$ cat src/rtl/hazard_ctrl_if.sv
// Bus between the ID-stage pipeline control and the hazard/forwarding controller.
interface hazard_ctrl_if #(
  parameter int unsigned REG_AW  = 5,
  parameter int unsigned NUM_SRC = 2,
  parameter int unsigned SEL_W   = 2,
  parameter int unsigned CNT_W   = 16
);
  logic                      id_valid_i;
  logic [NUM_SRC*REG_AW-1:0] id_rs_i;
  logic [NUM_SRC-1:0]        id_src_used_i;
  logic [REG_AW-1:0]         id_rd_i;
  logic                      id_regwrite_i;
  logic                      id_memread_i;
  logic                      flush_i;
  logic                      freeze_i;
  logic                      stall_o;
  logic                      idex_bubble_o;
  logic                      ifid_flush_o;
  logic [NUM_SRC*SEL_W-1:0]  fwd_sel_o;
  logic [CNT_W-1:0]          stall_cnt_o;
  logic [CNT_W-1:0]          flush_cnt_o;

  modport master (
    output id_valid_i, id_rs_i, id_src_used_i, id_rd_i, id_regwrite_i, id_memread_i,
           flush_i, freeze_i,
    input  stall_o, idex_bubble_o, ifid_flush_o, fwd_sel_o, stall_cnt_o, flush_cnt_o
  );

  modport slave (
    input  id_valid_i, id_rs_i, id_src_used_i, id_rd_i, id_regwrite_i, id_memread_i,
           flush_i, freeze_i,
    output stall_o, idex_bubble_o, ifid_flush_o, fwd_sel_o, stall_cnt_o, flush_cnt_o
  );
endinterface

$ cat src/rtl/hazard_ctrl.sv
// Scoreboard-based load-use hazard detection and EX forward-select generation,
// with saturating stall/flush counters for performance debug.
module hazard_ctrl #(
  parameter int unsigned REG_AW   = 5,
  parameter int unsigned NUM_SRC  = 2,
  parameter int unsigned DEPTH    = 3,
  parameter int unsigned LOAD_RDY = 2,
  parameter int unsigned BR_STAGE = 2,
  parameter int unsigned CNT_W    = 16
) (
  input logic         clk_i,
  input logic         rst_i,
  hazard_ctrl_if.slave bus
);
  localparam int unsigned SEL_W = $clog2(DEPTH);

  typedef struct packed {
    logic              v;
    logic [REG_AW-1:0] rd;
    logic              wr;
    logic              ld;
  } slot_t;

  slot_t                    slot_q [DEPTH];
  slot_t                    slot_d [DEPTH];
  slot_t                    id_slot_c;
  logic [DEPTH-1:0]         prod_c [NUM_SRC];
  logic [NUM_SRC-1:0]       haz_src_c;
  logic [NUM_SRC*SEL_W-1:0] fwd_c;
  logic [NUM_SRC*SEL_W-1:0] fwd_q;
  logic [CNT_W-1:0]         stall_cnt_q;
  logic [CNT_W-1:0]         flush_cnt_q;
  logic                     hazard_c;
  logic                     accept_c;

  // Producer matrix: slot k writes a nonzero register that source s reads.
  always_comb begin
    for (int s = 0; s < int'(NUM_SRC); s++) begin
      for (int k = 0; k < int'(DEPTH); k++) begin
        prod_c[s][k] = slot_q[k].v && slot_q[k].wr && (slot_q[k].rd != '0) &&
                       (slot_q[k].rd == bus.id_rs_i[s*REG_AW +: REG_AW]) &&
                       bus.id_src_used_i[s] && bus.id_valid_i;
      end
    end
  end

  // Scan oldest to youngest so the youngest producer decides hazard and select.
  always_comb begin
    haz_src_c = '0;
    fwd_c     = '0;
    for (int s = 0; s < int'(NUM_SRC); s++) begin
      for (int k = int'(DEPTH) - 1; k >= 0; k--) begin
        if (prod_c[s][k]) begin
          haz_src_c[s] = (k + 1) < (slot_q[k].ld ? int'(LOAD_RDY) : 1);
          fwd_c[s*SEL_W +: SEL_W] = (k <= int'(DEPTH) - 2) ? SEL_W'(k + 1) : '0;
        end
      end
    end
  end

  assign hazard_c  = |haz_src_c;
  assign accept_c  = bus.id_valid_i && !hazard_c && !bus.flush_i;

  assign bus.stall_o       = bus.freeze_i | (hazard_c & ~bus.flush_i);
  assign bus.idex_bubble_o = (hazard_c | bus.flush_i) & ~bus.freeze_i;
  assign bus.ifid_flush_o  = bus.flush_i & ~bus.freeze_i;

  // Next scoreboard: shift by one, insert ID, kill the slots younger than the branch.
  always_comb begin
    id_slot_c.v  = accept_c;
    id_slot_c.rd = bus.id_rd_i;
    id_slot_c.wr = bus.id_regwrite_i;
    id_slot_c.ld = bus.id_memread_i;
    slot_d[0]    = id_slot_c;
    for (int k = 1; k < int'(DEPTH); k++) begin
      slot_d[k] = slot_q[k-1];
      if (bus.flush_i && (k < int'(BR_STAGE))) slot_d[k].v = 1'b0;
    end
  end

  always_ff @(posedge clk_i) begin
    if (rst_i) begin
      for (int k = 0; k < int'(DEPTH); k++) slot_q[k] <= '0;
      fwd_q       <= '0;
      stall_cnt_q <= '0;
      flush_cnt_q <= '0;
    end else if (!bus.freeze_i) begin
      for (int k = 0; k < int'(DEPTH); k++) slot_q[k] <= slot_d[k];
      fwd_q <= accept_c ? fwd_c : '0;
      if (hazard_c && !bus.flush_i && (stall_cnt_q != '1))
        stall_cnt_q <= stall_cnt_q + CNT_W'(1);
      if (bus.flush_i && (flush_cnt_q != '1))
        flush_cnt_q <= flush_cnt_q + CNT_W'(1);
    end
  end

  assign bus.fwd_sel_o   = fwd_q;
  assign bus.stall_cnt_o = stall_cnt_q;
  assign bus.flush_cnt_o = flush_cnt_q;
endmodule

$ cat src/flat_wrapper.sv
// flat-port wrapper written by rule: the top's interface ports become plain ports
module hazard_ctrl_flat 
#(
  parameter int unsigned REG_AW   = 5,
  parameter int unsigned NUM_SRC  = 2,
  parameter int unsigned DEPTH    = 3,
  parameter int unsigned LOAD_RDY = 2,
  parameter int unsigned BR_STAGE = 2,
  parameter int unsigned CNT_W    = 16
)
  (clk_i, rst_i, bus_id_valid_i, bus_id_rs_i, bus_id_src_used_i, bus_id_rd_i, bus_id_regwrite_i, bus_id_memread_i, bus_flush_i, bus_freeze_i, bus_stall_o, bus_idex_bubble_o, bus_ifid_flush_o, bus_fwd_sel_o, bus_stall_cnt_o, bus_flush_cnt_o);
  hazard_ctrl_if #(.REG_AW(REG_AW), .NUM_SRC(NUM_SRC), .CNT_W(CNT_W)) bus_i ();
  input logic clk_i;
  input logic rst_i;
  input wire logic [$bits(bus_i.id_valid_i)-1:0] bus_id_valid_i;
  input wire logic [$bits(bus_i.id_rs_i)-1:0] bus_id_rs_i;
  input wire logic [$bits(bus_i.id_src_used_i)-1:0] bus_id_src_used_i;
  input wire logic [$bits(bus_i.id_rd_i)-1:0] bus_id_rd_i;
  input wire logic [$bits(bus_i.id_regwrite_i)-1:0] bus_id_regwrite_i;
  input wire logic [$bits(bus_i.id_memread_i)-1:0] bus_id_memread_i;
  input wire logic [$bits(bus_i.flush_i)-1:0] bus_flush_i;
  input wire logic [$bits(bus_i.freeze_i)-1:0] bus_freeze_i;
  output wire logic [$bits(bus_i.stall_o)-1:0] bus_stall_o;
  output wire logic [$bits(bus_i.idex_bubble_o)-1:0] bus_idex_bubble_o;
  output wire logic [$bits(bus_i.ifid_flush_o)-1:0] bus_ifid_flush_o;
  output wire logic [$bits(bus_i.fwd_sel_o)-1:0] bus_fwd_sel_o;
  output wire logic [$bits(bus_i.stall_cnt_o)-1:0] bus_stall_cnt_o;
  output wire logic [$bits(bus_i.flush_cnt_o)-1:0] bus_flush_cnt_o;
  assign bus_i.id_valid_i = bus_id_valid_i;
  assign bus_i.id_rs_i = bus_id_rs_i;
  assign bus_i.id_src_used_i = bus_id_src_used_i;
  assign bus_i.id_rd_i = bus_id_rd_i;
  assign bus_i.id_regwrite_i = bus_id_regwrite_i;
  assign bus_i.id_memread_i = bus_id_memread_i;
  assign bus_i.flush_i = bus_flush_i;
  assign bus_i.freeze_i = bus_freeze_i;
  assign bus_stall_o = bus_i.stall_o;
  assign bus_idex_bubble_o = bus_i.idex_bubble_o;
  assign bus_ifid_flush_o = bus_i.ifid_flush_o;
  assign bus_fwd_sel_o = bus_i.fwd_sel_o;
  assign bus_stall_cnt_o = bus_i.stall_cnt_o;
  assign bus_flush_cnt_o = bus_i.flush_cnt_o;
  hazard_ctrl #(.REG_AW(REG_AW), .NUM_SRC(NUM_SRC), .DEPTH(DEPTH), .LOAD_RDY(LOAD_RDY), .BR_STAGE(BR_STAGE), .CNT_W(CNT_W)) u_core (.clk_i(clk_i), .rst_i(rst_i), .bus(bus_i));
endmodule
$ cat config.mk
export PLATFORM = sky130hd
export DESIGN_NAME = hazard_ctrl_flat
export DESIGN_NICKNAME = d
export VERILOG_FILES = /design/src/rtl/hazard_ctrl_if.sv /design/src/rtl/hazard_ctrl.sv /design/src/flat_wrapper.sv
export SDC_FILE = /design/constraint.sdc
export NUM_CORES = 1
export LEC_CHECK = 0
export BUFFER_PORTS_ARGS = -buffer_cell sky130_fd_sc_hd__buf_4
export CORE_MARGIN = 1
export CORE_UTILIZATION = 35
export CTS_CLUSTER_SIZE = 25
export DETAILED_ROUTE_END_ITERATION = 7
export PLACE_DENSITY = 0.62
export SLEW_MARGIN = 40
export SYNTH_ARGS = -nofsm -noshare
export SYNTH_HDL_FRONTEND = slang
export SYNTH_SLANG_ARGS = --single-unit
$ cat constraint.sdc
create_clock -name clk_i -period 2.65 [get_ports clk_i]
set_clock_uncertainty 0.05 [all_clocks]
set_input_delay 0.1325 -clock clk_i [delete_from_list [all_inputs] [get_ports clk_i]]
set_output_delay 0.1325 -clock clk_i [all_outputs]
set_load 0.05 [all_outputs]
---- After elaboration in Yosys (flattened, before gate mapping) ----
Memory sizes are Yosys's and may differ from the RTL's.
Index checks and enable logic that the tools add are counted.
word-level totals
  bits in registers ....................... 36
  RAM bits ................................ 24
  bits of input ports ..................... 24
  output and inout port bits .............. 39
  logic and storage cells ................. 87
  memories ................................ 1
memory list
  name           depth  width  rd ports  clocked after Yosys merged registers in  write ports  RTL line           text
  u_core.slot_q  3      8      3         0                                        3            hazard_ctrl.sv:24  slot_t slot_q [DEPTH];
operators by class
  $add $sub $neg .......................... 2
  $lt $le $gt $ge ......................... 3
  equality and inequality tests ........... 8
  muxes and demuxes ....................... 23
  bitwise logic cells ..................... 10
  reduce and logical (&&, ||, !) cells .... 37
operators by type and width
  operator               count
  $lt 3x32->1 const A    2
  $add 16x1->16 const B  2
  $lt 2x32->1 const A    1
  $ne 16x16->1 const B   2
  $eq 5x5->1             6
  $logic_and 1x1->1      29
  $mux 8                 3
  $reduce_bool 5->1      3
  $mux 2                 7
  $mux 1                 12
  $or 1x1->1             5
  $mux 4                 1
  $reduce_and 2->1       2
  $and 1x1->1            3
  $logic_not 1->1        2
  $not 1->1              2
  $reduce_or 2->1        1

---- Longest topological paths before layout ----
Gate-level depths: netlist of run 1.
An unclocked memory read counts as a cell.
  word-level depth ........................ 14
  gate-level depth with buffers ........... 8
  depth with buffers taken out ............ 6

---- Least setup slack after synthesis of run 1 ----
OpenSTA, ideal clock, no wires.
  path kind ............................... register -> output
  start ................................... memory u_core.slot_q[0][3] (netlist bit)
  end ..................................... output port bus_idex_bubble_o
  arrival ................................. 2,293 ps
  data required time ...................... 2,467 ps
  slack ................................... 174 ps
  cell stages (with the launch flop) ...... 7
  buffers on the path ..................... 1
  cell sequence ........................... edfxtp_1 > xnor2_1 > nand4_1 > or3_1 > buf_6 > a211o_1 > a21oi_1
RTL lines
  what                RTL line            text
  start: declaration  hazard_ctrl.sv:24
  end: declaration    flat_wrapper.sv:24  output wire logic [$bits(bus_i.idex_bubble_o)-1:0] bus_idex_bubble_o;

==> results.py, run 1 <==
metrics = {
    "clock_tree": {
        "cts.reportedPaths.clkPinSlew_ps": 80,
        "cts.sinks": 51,
        "clk_latency_ps": 310,
        "cts_buffers": 5,
        "htreeDepth": 2,
        "cts_tree": "built",
        "cts_hold_buf": 0,
        "root_buffer": "clkbuf_8",
        "clock_path_buffers": 2,
    },
    "yosys": {
        "syn-cell-area_um2": 2596,
        "synthFlopType": "dfxtp_1",
        "ys_types": 44,
        "synth_edf_count": 15,
        "ys_seq_area_share_pct": 45.11,
        "synth_nets": 299,
        "synthCells": 273,
        "synth.avg_cell_area_um2": 9.510,
        "synthArstFlopShare_pct": 0,
        "yosysWarnings": 0,
        "ys_seq_elements": 51,
    },
    "worst_setup_path": {
        "cp_data_required_time_ps": 2470,
        "reg2reg_slack_ps": 250,
        "r2r_cells": 7,
        "worst_setup_path_end_kind": "primary output",
        "crit_fanout": 6,
        "reg2reg_to": "u_core.bus.stall_cnt_o[10]",
        "cp-start-kind": "flip-flop",
        "rr_startpoint": "u_core.slot_q[0][6]",
        "path_class": "flip-flop to primary output",
        "crit_arrival_ps": 2350,
    },
    "timing": {
        "hold_viol": 0,
        "setup_tns_ps": 0,
        "setup_viol": 0,
        "tightest_slew_ps": 746.5,
        "hold_ws_ps": 50.96,
        "timing.final.crit_share_pct": 95.40,
        "min_period_ps": 2528,
        "fmax_mhz": 395.6,
        "slew_headroom_pct": 50.05,
        "fin_ws_ps": 121.9,
        "finalMaxSlewViolations": 0,
    },
    "pwr": {
        "p_total_mw": 1.425,
        "p_leak_nw": 1.274,
        "peakVddDrop_v": 0.0001739,
        "power_density_nw_per_um2": 435.8,
    },
    "global_route": {
        "grt_usage_pct": 16.26,
        "antenna_found_initial": 0,
        "grt_pass1_vias": 2036,
        "grt-ovfl-total": 0,
        "grt_pass1_wl_um": 9660,
        "grt_max_degree": 26,
    },
    "finish": {
        "areaGrowthSynthToFinish_pct": 25.93,
        "fin_cells": 438,
        "post_route_cells_drive_above_1_share_pct": 25.37,
        "fin_util_pct": 45.32,
        "finalNetCount": 364,
        "postLayoutCellArea_um2": 3269,
        "diodes": 0,
    },
    "floorplanning": {
        "die-area_um2": 7766,
        "die_h_um": 88.13,
        "pin_count": 63,
        "fp.coreArea_um2": 7214,
        "num_rows": 31,
        "start_util_pct": 35.99,
        "fp.dieW_um": 88.13,
    },
    "routing": {
        "first_pass_iters": 6,
        "drtIter0Drc": 114,
        "drc": 0,
        "wl_um": 6100,
        "vias": 2235,
        "final_antenna_net_count": 0,
        "detail_route.wl_per_cell_um": 13.93,
        "via_per_inst": 5.103,
    },
    "worst_hold_path": {
        "min_path_cells": 2,
        "holdCritPathClass": "input pin to flip-flop",
        "worstHoldStart": "bus_id_memread_i",
        "worstHoldEndpoint": "u_core.slot_q[0][0]",
    },
    "placement": {
        "port_buffers": 62,
        "placed_area_um2": 3152,
        "hpwl_um": 4609,
        "dpl_worst_slack_ps": 282.5,
        "place.gp.congestion": 0.9171,
        "dp.cells": 427,
    },
    "status": {
        "outcome": "finished, final reports clean",
    },
    "flow_run": {
        "drv_cap": 0,
    },
}
how the worst max path moves through the flow:
| stage | to | start | cells past startpoint |
|---|---|---|---|
| 6_report | bus_idex_bubble_o | u_core.slot_q[0][6] | 6 |
| 5_1_grt | bus_idex_bubble_o | u_core.slot_q[0][6] | 6 |
| 4_1_cts | bus_idex_bubble_o | u_core.slot_q[0][6] | 6 |
| 3_5_place_dp | u_core.bus.stall_cnt_o[10] | u_core.slot_q[0][6] | 6 |
| 3_3_place_gp | u_core.bus.stall_cnt_o[10] | u_core.slot_q[0][6] | 6 |
| 2_1_floorplan | bus_idex_bubble_o | u_core.slot_q[0][3] | 6 |
state kept, by name (all words and copies together), names as in the netlist:
signal and count:
u_core.bus.flush_cnt_o 16, u_core.bus.fwd_sel_o 4, u_core.bus.stall_cnt_o 16, u_core.slot_q 15
critical path: stages, from the launching register on:
cell and delay, ps:
edfxtp_1 480, xor2_1 210, nor4_2 330, nand4_2 200, a211o_1 350, a21oi_1 220
buf_4 240
routing by layer:
layer | up-vias | part of all wire, % | track usage [%]
met2 | 73 | 45 | 24.95
met3 | 12 | 5.0 | 3.299
met4 | 0 | 2.5 | 7.038
met5 | - | 0 | 0
li1 | 1106 | - | -
met1 | 1044 | 48 | 22.22
logic make-up (layout without fill, tap and decap cells):
family                     after synthesis  after routing  synth area share (%)
AOI/OAI and AO/OA                       35             35                 9.109
xor gates and xnor gates                34             34                 11.47
adders and majority gates                2              2                0.9637
buffers and inverters                   15             81                 2.603
DFF                                     51             51                 45.11
muxes                                    9              9                 3.807
and+or+nand+nor                        127            127                 26.94
power by group:
group	leakage (nW)	switching [mW]	internal (mW)
sequential	0.454	0.0205	0.823
combinational	0.772	0.0795	0.0641
clock	0.0477	0.256	0.181
timing repair:
item,CTS,global route
buffers inserted,0,3
resized for setup,0,2
setup endpoints to repair,0,2
placed cells by master, fill, tap and decap left out, types with 2 or more instances in the layout:
cell type and instances:
a211o_1 2, a211oi_1 2, a21oi_1 9, and2_1 18, and3_1 6, and4_1 4, buf_4 66, clkbuf_8 5
clkinv_2 3, dfxtp_1 36, edfxtp_1 15, ha_1 2, inv_1 7, mux2_2 6, mux2i_1 2, nand2_1 11
nand3_1 12, nand3b_1 3, nand4_1 14, nor2_1 30, nor2b_1 9, nor3_1 5, nor3b_1 3, o21ai_0 9
o31ai_1 2, o41ai_1 2, or3_1 4, or4_1 2, xnor2_1 19, xor2_1 15
synth_stat cells, drive strengths merged (9+ instances only):
library cell / count / area share [%]
nand4: 15 / 3.9
a21oi: 10 / 2.4
nor2b: 9 / 2.2
and2: 18 / 4.3
xor2: 15 / 5.1
nand2: 11 / 1.6
xnor2: 19 / 6.4
edfxtp: 15 / 17
nand3: 12 / 2.3
nor2: 30 / 4.3
dfxtp: 36 / 28
o21ai: 11 / 2.3
layout make-up:
type | count | area, um^2
Fill cell | 738 | 3945
Multi-Input combinational cell | 207 | 1369
Sequential cell | 51 | 1171
Timing Repair Buffer | 66 | 495.5
Tap cell | 99 | 123.9
Clock buffer | 5 | 68.82
Inverter | 7 | 26.28
Clock inverter | 3 | 15.01
No activity file was read; power rests on OpenSTA's default activity.
==> inputs of run 2 (changes only) <==
- CELL_PAD_IN_SITES_DETAIL_PLACEMENT: not set -> 1
- CELL_PAD_IN_SITES_GLOBAL_PLACEMENT: not set -> 1
- HOLD_SLACK_MARGIN: not set -> 0.06
- PLACE_DENSITY: 0.62 -> 0.77
==> run 2 against run 1 <==
Net effect:
- final cell count rose by 1.1%
- critical path depth unchanged
- clock-buffer cell count up 3
- wire length up 8.1%
- sequential cell count unchanged
- first-iteration DRC count is 18% lower
- non-clock buffer count up 5
- cell area is 2.1% higher
- power increased by 5.3%
- register-to-register slack hardly changed
- die area unchanged
==> results.py, run 2 (synthesis gave the netlist of run 1 again) <==
metrics = {
    "status": {
        "outcome": "finished, final reports clean",
    },
    "finish": {
        "areaGrowthSynthToFinish_pct": 28.63,
        "layout_commonest_cell": "buf_4",
        "finalNetCount": 369,
        "post_route_cells_drive_above_1_share_pct": 23.84,
        "fin_cells": 443,
        "final_cell_mix": "buf_4, dfxtp_1, nor2_1",
        "diodes": 0,
    },
    "pwr": {
        "p_leak_nw": 1.297,
        "p_sw_uw": 362.2,
        "p_sw_share_pct": 24.14,
        "seq_power_share_pct": 56.2,
        "p_clk_share_pct": 33.6,
        "p_comb_share_pct": 10.2,
        "power_density_nw_per_um2": 449.2,
        "p_int_mw": 1.138,
        "peakVddDrop_v": 0.0001686,
    },
    "clock_tree": {
        "cts.sinks": 51,
        "clk_latency_ps": 310,
        "htreeDepth": 2,
        "root_buffer": "clkbuf_8",
        "clock_path_buffers": 2,
        "cts_tree": "built",
        "cts_buffers": 5,
        "cts.reportedPaths.clkPinSlew_ps": 90,
    },
    "worst_setup_path": {
        "crit_slowest_cell": "edfxtp_1",
        "crit_fanout": 7,
        "cp-start-kind": "flip-flop",
        "path_class": "flip-flop to primary output",
        "cp_data_required_time_ps": 2470,
        "worst_setup_path_end_kind": "primary output",
        "r2r_cells": 7,
        "crit_arrival_ps": 2330,
        "cp_slowest_stage_delay_ps": 470,
        "crit_chain": "xnor2_1 -> nand4_1 -> or3_4 -> a211o_1 -> o21bai_1 -> buf_4",
    },
    "global_route": {
        "grt_pass1_vias": 2239,
        "grt_usage_pct": 18.29,
        "grt-ovfl-total": 0,
        "grt_max_degree": 42,
        "grt_pass1_wl_um": 10830,
        "antenna_found_initial": 0,
    },
    "floorplanning": {
        "start_util_pct": 35.99,
        "num_rows": 31,
        "fp.coreArea_um2": 7214,
        "die-area_um2": 7766,
        "die_h_um": 88.13,
        "pin_count": 63,
        "fp.dieW_um": 88.13,
    },
    "routing": {
        "drc": 0,
        "final_antenna_net_count": 0,
        "drtIter0Drc": 94,
        "first_pass_iters": 4,
        "vias": 2258,
        "wl_um": 6597,
        "via_per_inst": 5.097,
        "detail_route.wl_per_cell_um": 14.89,
    },
    "placement": {
        "hpwl_um": 4971,
        "dp.cells": 427,
        "place.gp.congestion": 0.8507,
        "port_buffers": 62,
        "dpl_worst_slack_ps": 275.8,
    },
    "timing": {
        "tightest_slew_ps": 711.2,
        "slew_headroom_pct": 52.09,
        "min_period_ps": 2514,
        "timing.final.crit_share_pct": 94.86,
        "fin_ws_ps": 136.2,
        "hold_viol": 0,
        "fmax_mhz": 397.8,
        "finalMaxSlewViolations": 0,
        "setup_viol": 0,
        "setup_tns_ps": 0,
        "rsz0062_at_grt": "false",
    },
    "flow_run": {
        "drv_cap": 0,
    },
    "worst_hold_path": {
        "min_path_cells": 3,
        "holdCritPathClass": "input pin to flip-flop",
    },
}
run 2: cell type report:
cell class	count	area, um^2
fill	876	3875
multi-input combinational	207	1366
sequential	51	1171
timing repair buffer	71	550.5
tap	99	123.9
clock buffer	8	101.3
inverter	7	26.28
run 2: final timing paths:
kind	startpoint	to	slack, ps
setup / recovery	u_core.slot_q[0][5]	bus_stall_o	140
hold / removal	bus_id_src_used_i[1]	u_core.bus.fwd_sel_o[3]	110
setup reg to reg	u_core.slot_q[0][6]	u_core.bus.stall_cnt_o[8]	260
hold reg to reg	u_core.bus.fwd_sel_o[3]	u_core.bus.fwd_sel_o[3]	420
run 2: power groups by stage:
stage | registers, mW | clock network [mW] | logic, mW
after floorplan | 0.862 | 0 | 0.0751
after global placement | 0.859 | 0 | 0.139
after detailed placement | 0.861 | 0 | 0.144
after CTS | 0.843 | 0.515 | 0.152
after global routing | 0.845 | 0.540 | 0.165
final | 0.843 | 0.504 | 0.153
run 2: per-stage QoR:
step           hold WS (ps)  cell area (um^2)  util, %  total power [mW]
2_1_floorplan         245.1              2596        -            0.9370
3_3_place_gp          364.2              3152    43.69            0.9977
3_5_place_dp          366.2              3152    43.69             1.005
4_1_cts               101.0              3323    46.06             1.510
5_1_grt               115.1              3339    46.29             1.551
6_report              114.2              3339    46.29             1.500
run 2: repair_timing:
action	CTS	global route
hold buffers	7	0
resized for setup	0	2
endpoints found under the setup margin	0	2
hold endpoints to repair	7	0
buffers inserted	0	1
run 2: per-layer routing:
layer / routed length [um] / global-route usage [%]
met5: 0 / 0
met4: 96 / 5.718
met3: 283 / 4.430
met2: 3167 / 30.66
met1: 3049 / 23.27
run 2: critical path: cells and delay by family, from the launching register on:
kind	cells	cell delay, ps
buffers and inverters	1	230
xor gates and xnor gates	1	210
and+or+nand+nor	2	580
AOI/OAI and AO/OA	2	530
DFF	1	470
